File: src/rtl/countdown_mmss_pkg.sv
// Shared types and constants for the mm:ss countdown timer.
package countdown_pkg;

  typedef enum logic [1:0] {
    IDLE  = 2'd0,
    RUN   = 2'd1,
    PAUSE = 2'd2,
    DONE  = 2'd3
  } state_t;

  localparam logic [3:0] BCD_MAX_UNITS    = 4'd9;
  localparam logic [3:0] BCD_MAX_TENS_SEC = 4'd5;

  function automatic logic [3:0] clampDigit(input logic [3:0] digitIn,
                                            input logic [3:0] maxVal);
    return (digitIn > maxVal) ? maxVal : digitIn;
  endfunction

endpackage

File: src/rtl/countdown_mmss_if.sv
// Control and display-digit bundle between the countdown timer and its controller.
interface countdown_mmss_if;

  logic       enin;
  logic       load;
  logic       start;
  logic       stop;
  logic [3:0] set_sec;
  logic [3:0] set_sec10;
  logic [3:0] set_min;
  logic [3:0] set_min10;

  logic [3:0] sec;
  logic [3:0] sec10;
  logic [3:0] min;
  logic [3:0] min10;
  logic       running;
  logic       done;
  logic       alarm;

  modport master (
    output enin, load, start, stop,
    output set_sec, set_sec10, set_min, set_min10,
    input  sec, sec10, min, min10, running, done, alarm
  );

  modport slave (
    input  enin, load, start, stop,
    input  set_sec, set_sec10, set_min, set_min10,
    output sec, sec10, min, min10, running, done, alarm
  );

endinterface

File: src/rtl/countdown_mmss_bcd_down_digit.sv
// One BCD down-counting digit; wraps to WRAP and borrows out when decremented at 0.
module bcd_down_digit
  import countdown_pkg::*;
#(
  parameter logic [3:0] WRAP = BCD_MAX_UNITS
) (
  input  logic       clk,
  input  logic       rst,
  input  logic       i_load,
  input  logic [3:0] i_loadVal,
  input  logic       i_clear,
  input  logic       i_borrowIn,
  output logic [3:0] o_digit,
  output logic       o_borrowOut
);

  logic [3:0] r_digit;

  always_ff @(posedge clk or negedge rst) begin
    if (!rst) begin
      r_digit <= 4'd0;
    end else if (i_clear) begin
      r_digit <= 4'd0;
    end else if (i_load) begin
      r_digit <= i_loadVal;
    end else if (i_borrowIn) begin
      r_digit <= (r_digit == 4'd0) ? WRAP : (r_digit - 4'd1);
    end
  end

  assign o_digit     = r_digit;
  assign o_borrowOut = (r_digit == 4'd0) && i_borrowIn;

endmodule

File: src/rtl/countdown_mmss.sv
// BCD mm:ss countdown timer: FSM, load sanitising, zero detect and optional alarm.
// Optional feature: define COUNTDOWN_ALARM_EN to build the expiry alarm counter.
module countdown_mmss
  import countdown_pkg::*;
#(
  parameter int ALARM_TICKS = 10
) (
  input  logic             clk,
  input  logic             rst,
  countdown_mmss_if.slave  bus
);

  state_t     r_state;
  state_t     w_nextState;
  logic       w_load;
  logic       w_clear;
  logic       w_dec;
  logic       w_isZero;
  logic       w_isOne;
  logic       r_done;

  logic [3:0] w_setSec;
  logic [3:0] w_setSec10;
  logic [3:0] w_setMin;
  logic [3:0] w_setMin10;
  logic [3:0] w_sec;
  logic [3:0] w_sec10;
  logic [3:0] w_min;
  logic [3:0] w_min10;
  logic       w_borrowSec;
  logic       w_borrowSec10;
  logic       w_borrowMin;
  logic       w_unusedBorrowMin10;

  assign w_setSec   = clampDigit(bus.set_sec,   BCD_MAX_UNITS);
  assign w_setSec10 = clampDigit(bus.set_sec10, BCD_MAX_TENS_SEC);
  assign w_setMin   = clampDigit(bus.set_min,   BCD_MAX_UNITS);
  assign w_setMin10 = clampDigit(bus.set_min10, BCD_MAX_UNITS);

  assign w_isZero = ({w_min10, w_min, w_sec10, w_sec} == 16'h0000);
  assign w_isOne  = ({w_min10, w_min, w_sec10, w_sec} == 16'h0001);

  always_ff @(posedge clk or negedge rst) begin
    if (!rst) begin
      r_state <= IDLE;
      r_done  <= 1'b0;
    end else begin
      r_state <= w_nextState;
      r_done  <= w_dec && w_isOne;
    end
  end

  // Priority stop > load > start > enin; stop only acts in RUN and PAUSE.
  always_comb begin
    w_nextState = r_state;
    w_load      = 1'b0;
    w_clear     = 1'b0;
    w_dec       = 1'b0;
    case (r_state)
      IDLE: begin
        if (bus.load) begin
          w_load = 1'b1;
        end else if (bus.start && !w_isZero) begin
          w_nextState = RUN;
        end
      end
      RUN: begin
        if (bus.stop) begin
          w_nextState = PAUSE;
        end else if (bus.enin) begin
          w_dec = 1'b1;
          if (w_isOne) begin
            w_nextState = DONE;
          end
        end
      end
      PAUSE: begin
        if (bus.stop) begin
          w_clear     = 1'b1;
          w_nextState = IDLE;
        end else if (bus.load) begin
          w_load      = 1'b1;
          w_nextState = IDLE;
        end else if (bus.start) begin
          w_nextState = RUN;
        end
      end
      DONE: begin
        if (bus.load) begin
          w_load      = 1'b1;
          w_nextState = IDLE;
        end else if (bus.start) begin
          w_nextState = IDLE;
        end
      end
      default: w_nextState = IDLE;
    endcase
  end

  bcd_down_digit #(.WRAP(BCD_MAX_UNITS)) u_sec (
    .clk(clk), .rst(rst), .i_load(w_load), .i_loadVal(w_setSec), .i_clear(w_clear),
    .i_borrowIn(w_dec), .o_digit(w_sec), .o_borrowOut(w_borrowSec)
  );

  bcd_down_digit #(.WRAP(BCD_MAX_TENS_SEC)) u_sec10 (
    .clk(clk), .rst(rst), .i_load(w_load), .i_loadVal(w_setSec10), .i_clear(w_clear),
    .i_borrowIn(w_borrowSec), .o_digit(w_sec10), .o_borrowOut(w_borrowSec10)
  );

  bcd_down_digit #(.WRAP(BCD_MAX_UNITS)) u_min (
    .clk(clk), .rst(rst), .i_load(w_load), .i_loadVal(w_setMin), .i_clear(w_clear),
    .i_borrowIn(w_borrowSec10), .o_digit(w_min), .o_borrowOut(w_borrowMin)
  );

  // Never borrowed at zero: RUN always leaves before 00:00 would be decremented.
  bcd_down_digit #(.WRAP(4'd0)) u_min10 (
    .clk(clk), .rst(rst), .i_load(w_load), .i_loadVal(w_setMin10), .i_clear(w_clear),
    .i_borrowIn(w_borrowMin), .o_digit(w_min10), .o_borrowOut(w_unusedBorrowMin10)
  );

  assign bus.sec     = w_sec;
  assign bus.sec10   = w_sec10;
  assign bus.min     = w_min;
  assign bus.min10   = w_min10;
  assign bus.running = (r_state == RUN);
  assign bus.done    = r_done;

`ifdef COUNTDOWN_ALARM_EN
  localparam int CW = (ALARM_TICKS > 1) ? $clog2(ALARM_TICKS) : 1;

  logic          r_alarm;
  logic [CW-1:0] r_alarmCnt;

  // Alarm rises with done and counts enin ticks while parked in DONE.
  always_ff @(posedge clk or negedge rst) begin
    if (!rst) begin
      r_alarm    <= 1'b0;
      r_alarmCnt <= '0;
    end else if (w_dec && w_isOne) begin
      r_alarm    <= 1'b1;
      r_alarmCnt <= '0;
    end else if (r_alarm) begin
      if (w_nextState != DONE) begin
        r_alarm <= 1'b0;
      end else if (bus.enin) begin
        if (r_alarmCnt == CW'(ALARM_TICKS - 1)) begin
          r_alarm <= 1'b0;
        end
        r_alarmCnt <= r_alarmCnt + CW'(1);
      end
    end
  end

  assign bus.alarm = r_alarm;
`else
  logic w_unusedTicks;
  assign w_unusedTicks = (ALARM_TICKS == 0);
  assign bus.alarm     = 1'b0;
`endif

endmodule
File: src/flat_wrapper.sv
// flat-port wrapper written by rule: the top's interface ports become plain ports
module countdown_mmss_flat import countdown_pkg::*;
#(
  parameter int ALARM_TICKS = 10
)
  (clk, rst, bus_enin, bus_load, bus_start, bus_stop, bus_set_sec, bus_set_sec10, bus_set_min, bus_set_min10, bus_sec, bus_sec10, bus_min, bus_min10, bus_running, bus_done, bus_alarm);
  countdown_mmss_if bus_i ();
  input  logic clk;
  input  logic rst;
  input wire logic [$bits(bus_i.enin)-1:0] bus_enin;
  input wire logic [$bits(bus_i.load)-1:0] bus_load;
  input wire logic [$bits(bus_i.start)-1:0] bus_start;
  input wire logic [$bits(bus_i.stop)-1:0] bus_stop;
  input wire logic [$bits(bus_i.set_sec)-1:0] bus_set_sec;
  input wire logic [$bits(bus_i.set_sec10)-1:0] bus_set_sec10;
  input wire logic [$bits(bus_i.set_min)-1:0] bus_set_min;
  input wire logic [$bits(bus_i.set_min10)-1:0] bus_set_min10;
  output wire logic [$bits(bus_i.sec)-1:0] bus_sec;
  output wire logic [$bits(bus_i.sec10)-1:0] bus_sec10;
  output wire logic [$bits(bus_i.min)-1:0] bus_min;
  output wire logic [$bits(bus_i.min10)-1:0] bus_min10;
  output wire logic [$bits(bus_i.running)-1:0] bus_running;
  output wire logic [$bits(bus_i.done)-1:0] bus_done;
  output wire logic [$bits(bus_i.alarm)-1:0] bus_alarm;
  assign bus_i.enin = bus_enin;
  assign bus_i.load = bus_load;
  assign bus_i.start = bus_start;
  assign bus_i.stop = bus_stop;
  assign bus_i.set_sec = bus_set_sec;
  assign bus_i.set_sec10 = bus_set_sec10;
  assign bus_i.set_min = bus_set_min;
  assign bus_i.set_min10 = bus_set_min10;
  assign bus_sec = bus_i.sec;
  assign bus_sec10 = bus_i.sec10;
  assign bus_min = bus_i.min;
  assign bus_min10 = bus_i.min10;
  assign bus_running = bus_i.running;
  assign bus_done = bus_i.done;
  assign bus_alarm = bus_i.alarm;
  countdown_mmss #(.ALARM_TICKS(ALARM_TICKS)) u_core (.clk(clk), .rst(rst), .bus(bus_i));
endmodule
File: config.mk
export PLATFORM = sky130hd
export DESIGN_NAME = countdown_mmss_flat
export DESIGN_NICKNAME = d
export VERILOG_FILES = /design/src/rtl/countdown_mmss_pkg.sv /design/src/rtl/countdown_mmss_if.sv /design/src/rtl/countdown_mmss_bcd_down_digit.sv /design/src/rtl/countdown_mmss.sv /design/src/flat_wrapper.sv
export SDC_FILE = /design/constraint.sdc
export NUM_CORES = 1
export LEC_CHECK = 0
export CORE_MARGIN = 2
export CORE_UTILIZATION = 49
export DETAILED_ROUTE_END_ITERATION = 8
export MAX_ROUTING_LAYER = met4
export PLACE_DENSITY_LB_ADDON = 0.25
export SLEW_MARGIN = 10
export SYNTH_ARGS = -nofsm -noshare
export SYNTH_HDL_FRONTEND = slang
export SYNTH_SLANG_ARGS = --single-unit
export TNS_END_PERCENT = 50
File: constraint.sdc
create_clock -name clk -period 2.09 [get_ports clk]
set_input_delay 0.209 -clock clk [delete_from_list [all_inputs] [get_ports clk]]
set_output_delay 0.209 -clock clk [all_outputs]
set_load 0.01 [all_outputs]
* Word-level counts from Yosys, hierarchy flattened
Cells that the tools add are included.
** Cells by class
- Add/sub/neg operators :: 4
- $lt $le $gt $ge :: 4
- Equal/unequal tests :: 10
- Mux-type cells :: 39
- Reduce and logical (&&, ||, !) cells :: 18
** Operators by type and width (number)
- $mux W4 :: 20
- $mux W2 :: 10
- $eq A16 B1 Y1 const B :: 1
- $logic_not A16 Y1 :: 1
- $logic_not A4 Y1 :: 4
- $sub A4 B1 Y4 const B :: 4
- $gt A4 B4 Y1 const B :: 3
- $reduce_bool A3 Y1 :: 4
- $pmux W2 S4 :: 1
- $mux W1 :: 7
- $ne A3 B3 Y1 const B :: 2
- $reduce_and A6 Y1 :: 1
- $logic_and A1 B1 Y1 :: 5
- $eq A2 B2 Y1 const B :: 2
- $gt A4 B3 Y1 const B :: 1
- $ne A4 B4 Y1 const B :: 1
- $ne A3 B2 Y1 const B :: 1
- $eq A2 B1 Y1 const B :: 1
- $logic_not A2 Y1 :: 1
- $ne A2 B1 Y1 const B :: 1
- $ne A2 B2 Y1 const B :: 1
- $pmux W1 S2 :: 1
- $reduce_or A2 Y1 :: 1
- $logic_not A1 Y1 :: 1
** Word-level totals
- Bits in registers :: 19
- Bits of input ports :: 22
- Output and inout bits :: 19
- Logic and storage cells :: 81

* Logic depth before layout (Yosys ltp)
- Depth in word-level cells :: 9
- Depth in mapped cells :: 7
- Gate-level depth less buffers :: 6

* By module
Synthesis repeated with hierarchy kept, for this count alone.
** Second synthesis, totals
- Cell total of the unflattened synthesis :: 155
- Area total of the unflattened synthesis :: 1436.4 um^2
** By module, submodules not included
- countdown_mmss :: instances 1, cells each 58, area an instance 501.7 um^2
- bcd_down_digit at u_core.u_min ... :: instances 2, cells each 24, area an instance 242.7 um^2
- bcd_down_digit at u_core.u_min10 :: instances 1, cells each 25, area an instance 232.7 um^2
- bcd_down_digit at u_core.u_sec10 :: instances 1, cells each 24, area an instance 216.5 um^2

* Worst setup path after synthesis
No wires, ideal clock.
- Path type :: reg-to-reg
- Start point :: register u_core.u_sec.r_digit[0], in the netlist u_core.u_sec.o_digit[0]
- End point :: register u_core.u_min10.r_digit[3], in the netlist u_core.u_min10.o_digit[3]
- Arrival :: 1817 ps
- Data required time :: 1964 ps
- Setup slack :: 147 ps
- Cell stages (with the launch flop) :: 7
- Clock period less this slack :: 1943 ps
- Cell sequence :: dfrtp_1 inv_1 ha_1 nor3b_4 nand4_4 mux2_4 a221o_1
** Between the ends
- Word-level cells in the longest chain between the ends :: 5
** Ends and longest elaborated chain
- start, declared :: RTL line countdown_mmss_bcd_down_digit.sv:17 : logic [3:0] r_digit;
- start signal, assigned :: RTL line countdown_mmss_bcd_down_digit.sv:25 : r_digit <= i_loadVal;
- start signal, assigned :: RTL line countdown_mmss_bcd_down_digit.sv:27 : r_digit <= (r_digit == 4'd0) ? WRAP : (r_digit - 4'd1);
- $logic_not A4 Y1 :: RTL line countdown_mmss_bcd_down_digit.sv:32 : assign o_borrowOut = (r_digit == 4'd0) && i_borrowIn;
- $logic_and A1 B1 Y1 (3 in series) :: RTL line countdown_mmss_bcd_down_digit.sv:32
- $reduce_bool A3 Y1 (no source line)
- end signal, assigned :: RTL line countdown_mmss_bcd_down_digit.sv:25
- end signal, assigned :: RTL line countdown_mmss_bcd_down_digit.sv:27
- end, declared :: RTL line countdown_mmss_bcd_down_digit.sv:17
Every way passes these cells.
A chain may end at the register's enable or synchronous reset.

* Worst setup path after layout
- Start point :: register u_core.r_state[0]
- End point :: register u_core.u_sec.r_digit[0], in the netlist u_core.u_sec.o_digit[0]
** Between the ends
- Word-level cells in the longest chain between the ends :: 5
** Ends and longest elaborated chain
- start, declared :: RTL line countdown_mmss.sv:13 : state_t r_state;
- start signal, assigned :: RTL line countdown_mmss.sv:48 : r_state <= w_nextState;
- $eq A2 B2 Y1 or $logic_not A2 Y1 (tied branches) :: RTL line countdown_mmss.sv:59 : case (r_state)
- $reduce_or A2 Y1 (no source line)
- $pmux W1 S2 :: RTL line countdown_mmss.sv:59
- $mux W4 :: RTL line countdown_mmss_bcd_down_digit.sv:24 : end else if (i_load) begin
- $mux W4 :: RTL line countdown_mmss_bcd_down_digit.sv:22 : end else if (i_clear) begin
Parallel ways exist; a longest one is shown, timed or not.

==> qor.yml <==
synthesis:
  netlist.area_leader.share_pct: 30.5
  yosysTopAreaCell: "dfrtp_1"
  yosys-top-cells-area: "dfrtp_1 30%, ha_1 9.6%, nor3b_4 3.6%"
  synthesis.area_um2: 1560
  synth-edff-count: 0
  synth_common_cells: "19 x dfrtp_1, 14 x inv_1, 14 x nor2_1"
  syn-num-nets: 200
  avgSynthCellArea_um2: 9.39
  synth_most_common_cell: "dfrtp_1"
  synth-seq-cells: 19
  synthDistinctLibCells: 58
  yosysWarnings: 0
  synthFlopType: "dfrtp_1"
  ys_seq_area_share_pct: 30.5
  synth_cells: 166
  async_flop_share_pct: 100
run_status:
  outcome: "finished clean"
critical_path:
  r2r_setup_slack_ns: 0.1
  worst_ep_arrival_time_ns: 2.18
  path_max_fanout: 7
  cp-startpoint: "u_core.r_state[0]$_DFFE_PN0P_"
  path_depth: 7
  cp_slowest_stage_delay_ns: 0.44
  r2r_start: "u_core.r_state[0]$_DFFE_PN0P_"
  cp_top_family: "compound AO/OA/AOI/OAI gates"
  r2r_cells: 7
  path_cells: "inv_1 > ha_1 > nand2b_1 > a21o_2 > buf_4 > o31ai_1 > o22ai_1"
  crit_end: "u_core.u_sec.o_digit[0]$_DFFE_PN0P_"
  regToRegEndpoint: "u_core.u_sec.o_digit[0]$_DFFE_PN0P_"
  start_kind: "flip-flop"
  worst-path-buf-inv: 2
  critPathCaptureType: "flip-flop"
  worstSetupPathType: "reg2reg"
  cp.required_ns: 2.28
  slowest_stage: "dfrtp_1"
drt:
  wl_per_cell_um: 15.6
  top_layer: "met4"
  num_vias: 1521
  drt-met1-wl_um: 1790
  initialDrtViolationCount: 79
  route.detailed.drc: 0
  ant_nets: 0
  wirelength_um: 4140
  dr.pass1.iters: 4
  vias_per_cell: 5.72
  wl_met2_um: 2060
  route.met3.wl_um: 245
finish:
  area.growth.synth_to_final_pct: 37.0
  post-route-util_pct: 70.5
  drive_gt1_share_pct: 17.1
  layout.cells.non_filler: 266
  diodes: 0
  final_area_um2: 2140
  nets: 257
  fillers: 242
cts:
  clk_path_buf_depth: 2
  htreeDepth: 1
  clkSinkCount: 19
  cts_buffers: 3
  insertion_delay_ns: 0.30
  cts_hold_buf: 0
  clk_pin_slew_worst_paths_ns: 0.12
  root_buffer: "clkbuf_4"
  cts_tree: "done"
power_and_ir_drop:
  power_per_cell_area_nw_per_um2: 1380
  leakage_nw: 0.914
  power_w: 0.00296
  vdd.ir_drop.worst_v: 0.000662
placed_design:
  port-buffer-count: 39
  dpl_cell_area_um2: 2060
  gp_congestion: 0.875
  placed_cells: 257
  dp.final_hpwl_um: 3170
sta:
  setup_viol: 0
  fin_crit_ns: 1.99
  tns_ns: 0
  slew_violations: 0
  hold_viol: 0
  clock_skew_ns: 0.00117
  finalCritPeriodShare_pct: 95.2
  fmax_ghz: 0.502
floorplanning:
  dieArea_um2: 3650
  core_um2: 3030
  rows: 20
  ios: 41
  start_util_pct: 51.5
  die_h_um: 60.4
  die_w_um: 60.4
global_routing:
  antenna_found_initial: 0
  grt_pass1_wl_um: 6510
  grt-ovfl-total: 0
  first_global_vias: 1404
  grt_util_all_layers_pct: 24.5
  grt_max_degree: 20
worst_hold_path:
  holdCritPathClass: "in2async"
job:
  drv_cap: 0
-- worst register-to-register path, stage by stage (launching register included) --
cell	delay [ns]
dfrtp_1	0.44
inv_1	0.14
ha_1	0.29
nand2b_1	0.14
a21o_2	0.31
buf_4	0.19
o31ai_1	0.26
o22ai_1	0.10
-- where the power goes --
group	internal [W]	switching (W)	total, W	leakage [nW]
sequential	0.000517	0.000201	0.000718	0.242
clock	0.0000745	0.000125	0.000199	0.0150
combinational	0.00105	0.000987	0.00204	0.657
total	0.00164	0.00131	0.00296	0.914
-- how the worst min path moves through the flow --
stage | from | endpoint | slack [ns] | cells after the start
global route | rst | u_core.u_min10.o_digit[1]$_DFFE_PN0P_ | 0.24 | 2
finish | rst | u_core.u_min10.o_digit[2]$_DFFE_PN0P_ | 0.23 | 2
floorplan | rst | u_core.bus.done$_DFF_PN0_ | -0.09 | 0
detailed placement | u_core.u_sec10.o_digit[0]$_DFFE_PN0P_ | u_core.u_sec10.o_digit[0]$_DFFE_PN0P_ | 0.55 | 2
CTS | rst | u_core.u_min.o_digit[0]$_DFFE_PN0P_ | 0.23 | 2
global placement | u_core.u_min.o_digit[1]$_DFFE_PN0P_ | u_core.u_min.o_digit[1]$_DFFE_PN0P_ | 0.55 | 1
-- stage by stage --
step,hold slack (ns),setup slack [ns]
4_1_cts,0.232,0.00220
6_report,0.230,0.0993
3_5_place_dp,0.549,0.0130
3_3_place_gp,0.546,0.173
2_1_floorplan,-0.0866,0.147
5_1_grt,0.239,-0.0147
-- logic make-up after synthesis --
family / share of synthesized area, %
buf+inv: 4.82
simple gates: 26.4
flops: 30.5
fa+ha+maj: 9.63
other cells: 0.241
mux: 4.90
xor+xnor: 0.562
compound gates: 23.0
-- layout by cell type, fill, tap and decap left out, drive strengths merged, types with 6 or more instances in the layout --
cell,count
buf,16
nand2,7
o21ai,7
nor2b,7
dfrtp,19
inv,14
clkdlybuf4s50,39
ha,12
a21oi,6
nor2,14
-- final cells by class --
class                           instances  area [um2]  share of cell area (%)
Clock buffer                            4        26.3                    1.23
Inverter                               14        52.6                    2.46
Multi-Input combinational cell        130        1020                    47.6
Sequential cell                        19         475                    22.3
Tap cell                               44        55.1                    2.58
Timing Repair Buffer                   55         510                    23.9
-- repair_timing --
item / CTS / global route
buffers inserted: 0 / 5
setup endpoints to repair: 0 / 10
resized for setup: 0 / 4
-- state kept, by name (all words and copies together), names as in the netlist --
name	count
u_core.u_sec10.o_digit	4
u_core.bus.done	1
u_core.r_state	2
u_core.u_min10.o_digit	4
u_core.u_min.o_digit	4
u_core.u_sec.o_digit	4
-- metal layers --
metal	up-vias	track usage [%]
met4	0	7.30
met2	61	39.0
met3	6	2.99
met5	-	-
li1	737	-
met1	717	32.5
Power figures use the tool's default switching activity.
